$ cat config.mk
export PLATFORM = sky130hd
export DESIGN_NAME = pcie_phy_rx
export DESIGN_NICKNAME = d
export VERILOG_FILES = /design/src/rtl/pcie_phy_rx.sv
export SDC_FILE = /design/constraint.sdc
export NUM_CORES = 1
export LEC_CHECK = 0
export ABC_AREA = 0
export CORE_MARGIN = 4
export CORE_UTILIZATION = 45
export DETAILED_ROUTE_END_ITERATION = 6
export HOLD_SLACK_MARGIN = 0.05
export MAX_ROUTING_LAYER = met4
export PLACE_DENSITY = 0.74
export SLEW_MARGIN = 10
export SYNTH_ARGS = -nofsm -noshare
export SYNTH_HDL_FRONTEND = slang
export SYNTH_SLANG_ARGS = --single-unit
$ cat constraint.sdc
create_clock -name CLK -period 2.1 [get_ports CLK]
set_clock_uncertainty 0.05 [all_clocks]
set_input_delay 0.42 -clock CLK [delete_from_list [all_inputs] [get_ports CLK]]
set_output_delay 0.42 -clock CLK [all_outputs]
set_load 0.01 [all_outputs]
$ cat src/rtl/pcie_phy_rx.sv
// Receive-side PHY deframer: classifies each symbol, strips STP/END framing, reports payload
// bytes and packet length, and pulses ERROR_DLL on framing violations.
module pcie_phy_rx #(
   parameter int unsigned MAX_PAYLOAD = 32,
   parameter int unsigned OS_LEN      = 4
) (
   input  logic       CLK,
   input  logic       RESET,
   input  logic [7:0] DATA_IN,
   input  logic       K_IN,
   input  logic       VALID_IN,
   output logic [7:0] D,
   output logic       D_VALID,
   output logic [7:0] START_END,
   output logic [7:0] ORDERED_SET,
   output logic [7:0] LOG_COM,
   output logic [1:0] CONTROL,
   output logic       PKT_DONE,
   output logic [5:0] PKT_LEN,
   output logic       ERROR_DLL
);

   localparam logic [7:0] SymStp = 8'hFB;
   localparam logic [7:0] SymEnd = 8'hFD;
   localparam logic [7:0] SymEdb = 8'hFE;
   localparam logic [7:0] SymCom = 8'hBC;
   localparam logic [5:0] MaxLen = 6'(MAX_PAYLOAD);
   localparam logic [3:0] OsLen  = 4'(OS_LEN);

   localparam logic [1:0] CtlData = 2'b00;
   localparam logic [1:0] CtlSe   = 2'b01;
   localparam logic [1:0] CtlOs   = 2'b10;
   localparam logic [1:0] CtlLc   = 2'b11;

   typedef enum logic [1:0] {StIdle, StData, StOset} state_e;

   state_e     state_q, state_d;
   logic [5:0] len_q, len_d;
   logic [3:0] os_cnt_q, os_cnt_d;

   logic [7:0] d_q, d_d, se_q, se_d, os_q, os_d, lc_q, lc_d;
   logic [1:0] ctl_q, ctl_d;
   logic [5:0] plen_q, plen_d;
   logic       dv_q, dv_d, done_q, done_d, err_q, err_d;

   logic is_stp, is_end, is_edb, is_com, is_frame;

   assign is_stp   = K_IN && (DATA_IN == SymStp);
   assign is_end   = K_IN && (DATA_IN == SymEnd);
   assign is_edb   = K_IN && (DATA_IN == SymEdb);
   assign is_com   = K_IN && (DATA_IN == SymCom);
   assign is_frame = is_stp || is_end || is_edb;

   always_ff @(posedge CLK or posedge RESET) begin
      if (RESET) begin
         state_q  <= StIdle;
         len_q    <= '0;
         os_cnt_q <= '0;
         d_q      <= '0;
         se_q     <= '0;
         os_q     <= '0;
         lc_q     <= '0;
         ctl_q    <= '0;
         plen_q   <= '0;
         dv_q     <= 1'b0;
         done_q   <= 1'b0;
         err_q    <= 1'b0;
      end else begin
         state_q  <= state_d;
         len_q    <= len_d;
         os_cnt_q <= os_cnt_d;
         d_q      <= d_d;
         se_q     <= se_d;
         os_q     <= os_d;
         lc_q     <= lc_d;
         ctl_q    <= ctl_d;
         plen_q   <= plen_d;
         dv_q     <= dv_d;
         done_q   <= done_d;
         err_q    <= err_d;
      end
   end

   // Next-state and counters; everything freezes while VALID_IN is low.
   always_comb begin
      state_d  = state_q;
      len_d    = len_q;
      os_cnt_d = os_cnt_q;
      if (VALID_IN) begin
         unique case (state_q)
            StIdle: begin
               if (is_stp) begin
                  state_d = StData;
                  len_d   = '0;
               end else if (is_com) begin
                  state_d  = StOset;
                  os_cnt_d = 4'd1;
               end
            end
            StData: begin
               if (!K_IN && (len_q < MaxLen)) len_d = len_q + 6'd1;
               else                           state_d = StIdle;
            end
            StOset: begin
               if (is_frame) begin
                  state_d = StIdle;
               end else begin
                  os_cnt_d = os_cnt_q + 4'd1;
                  if (os_cnt_q + 4'd1 == OsLen) state_d = StIdle;
               end
            end
            default: state_d = StIdle;
         endcase
      end
   end

   // Registered-output next values; rejected symbols leave CONTROL untouched.
   always_comb begin
      d_d    = d_q;
      se_d   = se_q;
      os_d   = os_q;
      lc_d   = lc_q;
      ctl_d  = ctl_q;
      plen_d = plen_q;
      dv_d   = 1'b0;
      done_d = 1'b0;
      err_d  = 1'b0;
      if (VALID_IN) begin
         unique case (state_q)
            StIdle: begin
               if (is_stp) begin
                  se_d  = SymStp;
                  ctl_d = CtlSe;
               end else if (is_com) begin
                  os_d  = SymCom;
                  ctl_d = CtlOs;
               end else if (!K_IN) begin
                  lc_d  = DATA_IN;
                  ctl_d = CtlLc;
               end else begin
                  err_d = 1'b1;
               end
            end
            StData: begin
               if (!K_IN) begin
                  if (len_q < MaxLen) begin
                     d_d   = DATA_IN;
                     dv_d  = 1'b1;
                     ctl_d = CtlData;
                  end else begin
                     err_d = 1'b1;
                  end
               end else if (is_end) begin
                  se_d  = SymEnd;
                  ctl_d = CtlSe;
                  if (len_q != '0) begin
                     done_d = 1'b1;
                     plen_d = len_q;
                  end else begin
                     err_d = 1'b1;
                  end
               end else begin
                  err_d = 1'b1;
               end
            end
            StOset: begin
               if (is_frame) begin
                  err_d = 1'b1;
               end else begin
                  os_d  = DATA_IN;
                  ctl_d = CtlOs;
               end
            end
            default: err_d = 1'b0;
         endcase
      end
   end

   assign D           = d_q;
   assign D_VALID     = dv_q;
   assign START_END   = se_q;
   assign ORDERED_SET = os_q;
   assign LOG_COM     = lc_q;
   assign CONTROL     = ctl_q;
   assign PKT_DONE    = done_q;
   assign PKT_LEN     = plen_q;
   assign ERROR_DLL   = err_q;

endmodule

==> qor.csv <==
stage,metric,value,unit
power,power_frac_comb,17.3,%
power,p_int,1.501,mW
detailed_routing,drt_wl_total,6097,um
logic_synthesis,synth-adder-area-share,3.573,%
sta,finalCriticalPeriod,2035,ps
run,max-cap-violations,0,
detailed_routing,vias_per_cell,5.308,
global_routing,grt_pass1_vias,2156,
clock_network,cts_buffers,5,
logic_synthesis,synthArstFlopShare,100.0,%
floorplan,rows,26,
clock_network,clockRootBuffer,clkbuf_8,
detailed_routing,wl_per_cell,15.92,um
sta,grt_setup_unrepaired,false,
setup_path,path_buf_inv,1,
power,sw_frac_of_total,25.97,%
logic_synthesis,synth_cell_types,50,
setup_path,endpoint_kind,register,
logic_synthesis,syn_inst,223,
run_status,status,completed,
floorplan,start_util,47.09,%
logic_synthesis,ys_top_cells_by_area,"dfrtp_1 51%, mux2_2 5.5%, mux2_4 3.7%",
logic_synthesis,yosysTopAreaCellShare,51.05,%
detailed_routing,drc,0,
setup_path,slowest_stage,clkdlybuf4s50_1,
logic_synthesis,synthMuxAreaShare,10.06,%
logic_synthesis,synth_ff_type,dfrtp_1,
floorplan,core,5205,sq um
sta,tightest_slew,378.7,ps
logic_synthesis,synth_top_family_by_area,simple AND/OR/NAND/NOR gates,
logic_synthesis,synthXorXnorAreaFrac,1.429,%
logic_synthesis,syn_nets,242,
sta,finalSetupTns,0,ps
power,finalPower,2.028,mW
placed_design,port_buffers,54,
setup_path,cp.arrival,2180,ps
cells_and_area,layout-drive-gt1-share,27.80,%
power,p_seq_share,51.9,%
clock_network,cts_tree,yes,
power,ir_worst_vdd,0.4964,mV
sta,worst_slack,65.26,ps
placed_design,dp_hpwl,4319,um
logic_synthesis,ys_seq_area_share,51.05,%
clock_network,htreeDepth,2,
power,clkPwrFrac,30.8,%
global_routing,grt_overflow_total,0,
global_routing,track_usage,19.90,%
sta,hold_viol,0,
logic_synthesis,synth_compound_area_share,11.69,%
power,switchingPower,0.5267,mW
cells_and_area,diodes,0,
floorplan,ios,55,
setup_path,startpoint_type,primary input,
clock_network,path_clk_slew,90,ps
sta,post-route-period-util,96.89,%
logic_synthesis,syn_area_per_cell,10.99,sq um
sta,timing.fmax,491.5,MHz
logic_synthesis,synth-simple-area-share,15.62,%
setup_path,cp_max_fo,7,
cells_and_area,nets,331,
logic_synthesis,yosysWarnings,0,
floorplan,die_area,6692,sq um
sta,setup_viol,0,
worst_hold_path,hold_class,primary input to asynchronous set/reset pin,
detailed_routing,drt_iter0_drc,167,
power,p_per_area,578.1,nW/um^2
detailed_routing,dr_total_vias,2033,
logic_synthesis,synth_area,2451,sq um
global_routing,grt_pass1_wl,9867,um
cells_and_area,final_common_cell,dfrtp_1,
clock_network,clkLatencyLatePin,300,ps
logic_synthesis,synth_top_area_cell,dfrtp_1,
detailed_routing,first_pass_iters,4,
floorplan,die_h,81.81,um
setup_path,worstSetupPathType,primary input to register,
clock_network,clockBufferDepth,2,
sta,max-slew-margin-rel,74.52,%
logic_synthesis,synth-seq-cells,50,
power,p_leak,1.691,nW
cells_and_area,synthToLayoutAreaGrowth,43.13,%
placed_design,pre_cts_slack,-514.9,ps
sta,final_max_slew_viol_count,0,
setup_path,cp_top_family,simple AND/OR/NAND/NOR gates,
global_routing,grt_max_degree,51,
clock_network,cts_sinks,50,
logic_synthesis,synth_edf_count,0,
detailed_routing,ant_nets,0,
cells_and_area,layout_common_cells,"50 x dfrtp_1, 46 x clkdlybuf4s50_1, 43 x buf_4",
clock_network,postCtsHoldBufs,0,
placed_design,gp_congestion,0.8446,
setup_path,worstPathCellList,clkdlybuf4s50_1 > and3_4 > and2_4 > nand4b_4 > or3_4 > mux2_4,
setup_path,cp_data_required_time,2250,ps
global_routing,grt_antenna_before_repair,0,
floorplan,die_w,81.81,um
setup_path,slowest_delay,490,ps
==> state kept, by name (all words and copies together) (netlist names) <==
register and flops:
CONTROL 2, D 8, D_VALID 1, ERROR_DLL 1, LOG_COM 8, ORDERED_SET 8, PKT_DONE 1, PKT_LEN 6
START_END 3, len_q 6, os_cnt_q 4, state_q 2
==> synthesized netlist by cell type, drive strengths merged, types with 4 or more instances <==
cell,count
dfrtp,50
mux2,19
inv,17
nand2,16
o21ai,12
nor2,11
buf,10
a31oi,7
clkbuf,7
ha,7
nand3,7
nor2b,5
nor3,5
a21oi,4
o21a,4
xnor2,4
==> kinds of logic after synthesis <==
| kind of cell | Yosys count |
|---|---|
| DFF | 50 |
| adders and majority gates | 7 |
| buffers and inverters | 34 |
| and+or+nand+nor | 67 |
| AOI/OAI and AO/OA | 41 |
| xor gates and xnor gates | 4 |
| muxes | 20 |
==> metal layers <==
metal | track usage [%] | routed length, um | share of wire [%] | vias up
li1 | - | - | - | 952
met1 | 24.38 | 2562 | 42 | 998
met2 | 32.55 | 3064 | 50 | 73
met3 | 4.386 | 367 | 6.0 | 10
met4 | 6.811 | 104 | 1.7 | 0
met5 | - | 0 | 0 | -
==> power groups by stage <==
| stage | Clock [mW] | Combinational (mW) | Sequential (mW) |
|---|---|---|---|
| after floorplan | 0 | 0.133 | 1.08 |
| after global placement | 0 | 0.331 | 1.07 |
| after detailed placement | 0 | 0.341 | 1.07 |
| after CTS | 0.640 | 0.344 | 1.05 |
| after global routing | 0.676 | 0.384 | 1.06 |
| final | 0.625 | 0.351 | 1.05 |
==> cell type report <==
cell class,count,area (sq um)
clock buffers,7,96.34
repair buffers,99,899.6
clock inverters,1,8.758
flip-flops and latches,50,1251
multi-input cells,139,1101
inverters,17,63.81
fillers,404,1697
well taps,70,87.58
==> stage by stage <==
step	hold slack, ps	area, sq um	util, %	std cells
floorplan	419.7	2451	-	223
global placement	409.9	3317	63.73	373
detailed placement	428.6	3317	63.73	373
CTS	426.0	3452	66.32	381
global route	414.9	3508	67.40	383
finish	408.9	3508	67.40	383
==> tightest hold or removal path, delay by kind of cell <==
family	cells	cell delay, ps
buffers and inverters	3	730
==> timing repair <==
item                                    4_1_cts  5_1_grt
pin swaps                                     2        6
resized for setup                             9       12
endpoints found under the setup margin       18       16
buffers inserted                              0        2
==> worst paths after layout <==
kind / start / end / slack (ps) / cells after the start
worst min-delay path: RESET / D[5] / 410 / 3
worst max-delay path: K_IN / PKT_LEN[2] / 70 / 6
max in group asynchronous: RESET / os_cnt_q[3] / 1360 / 3
worst max register to register: state_q[1] / len_q[5] / 150 / 6
min in group CLK: DATA_IN[4] / D[4] / 410 / 2
worst min register to register: LOG_COM[3] / LOG_COM[3] / 460 / 2
No activity file was read; power rests on OpenSTA's default activity.
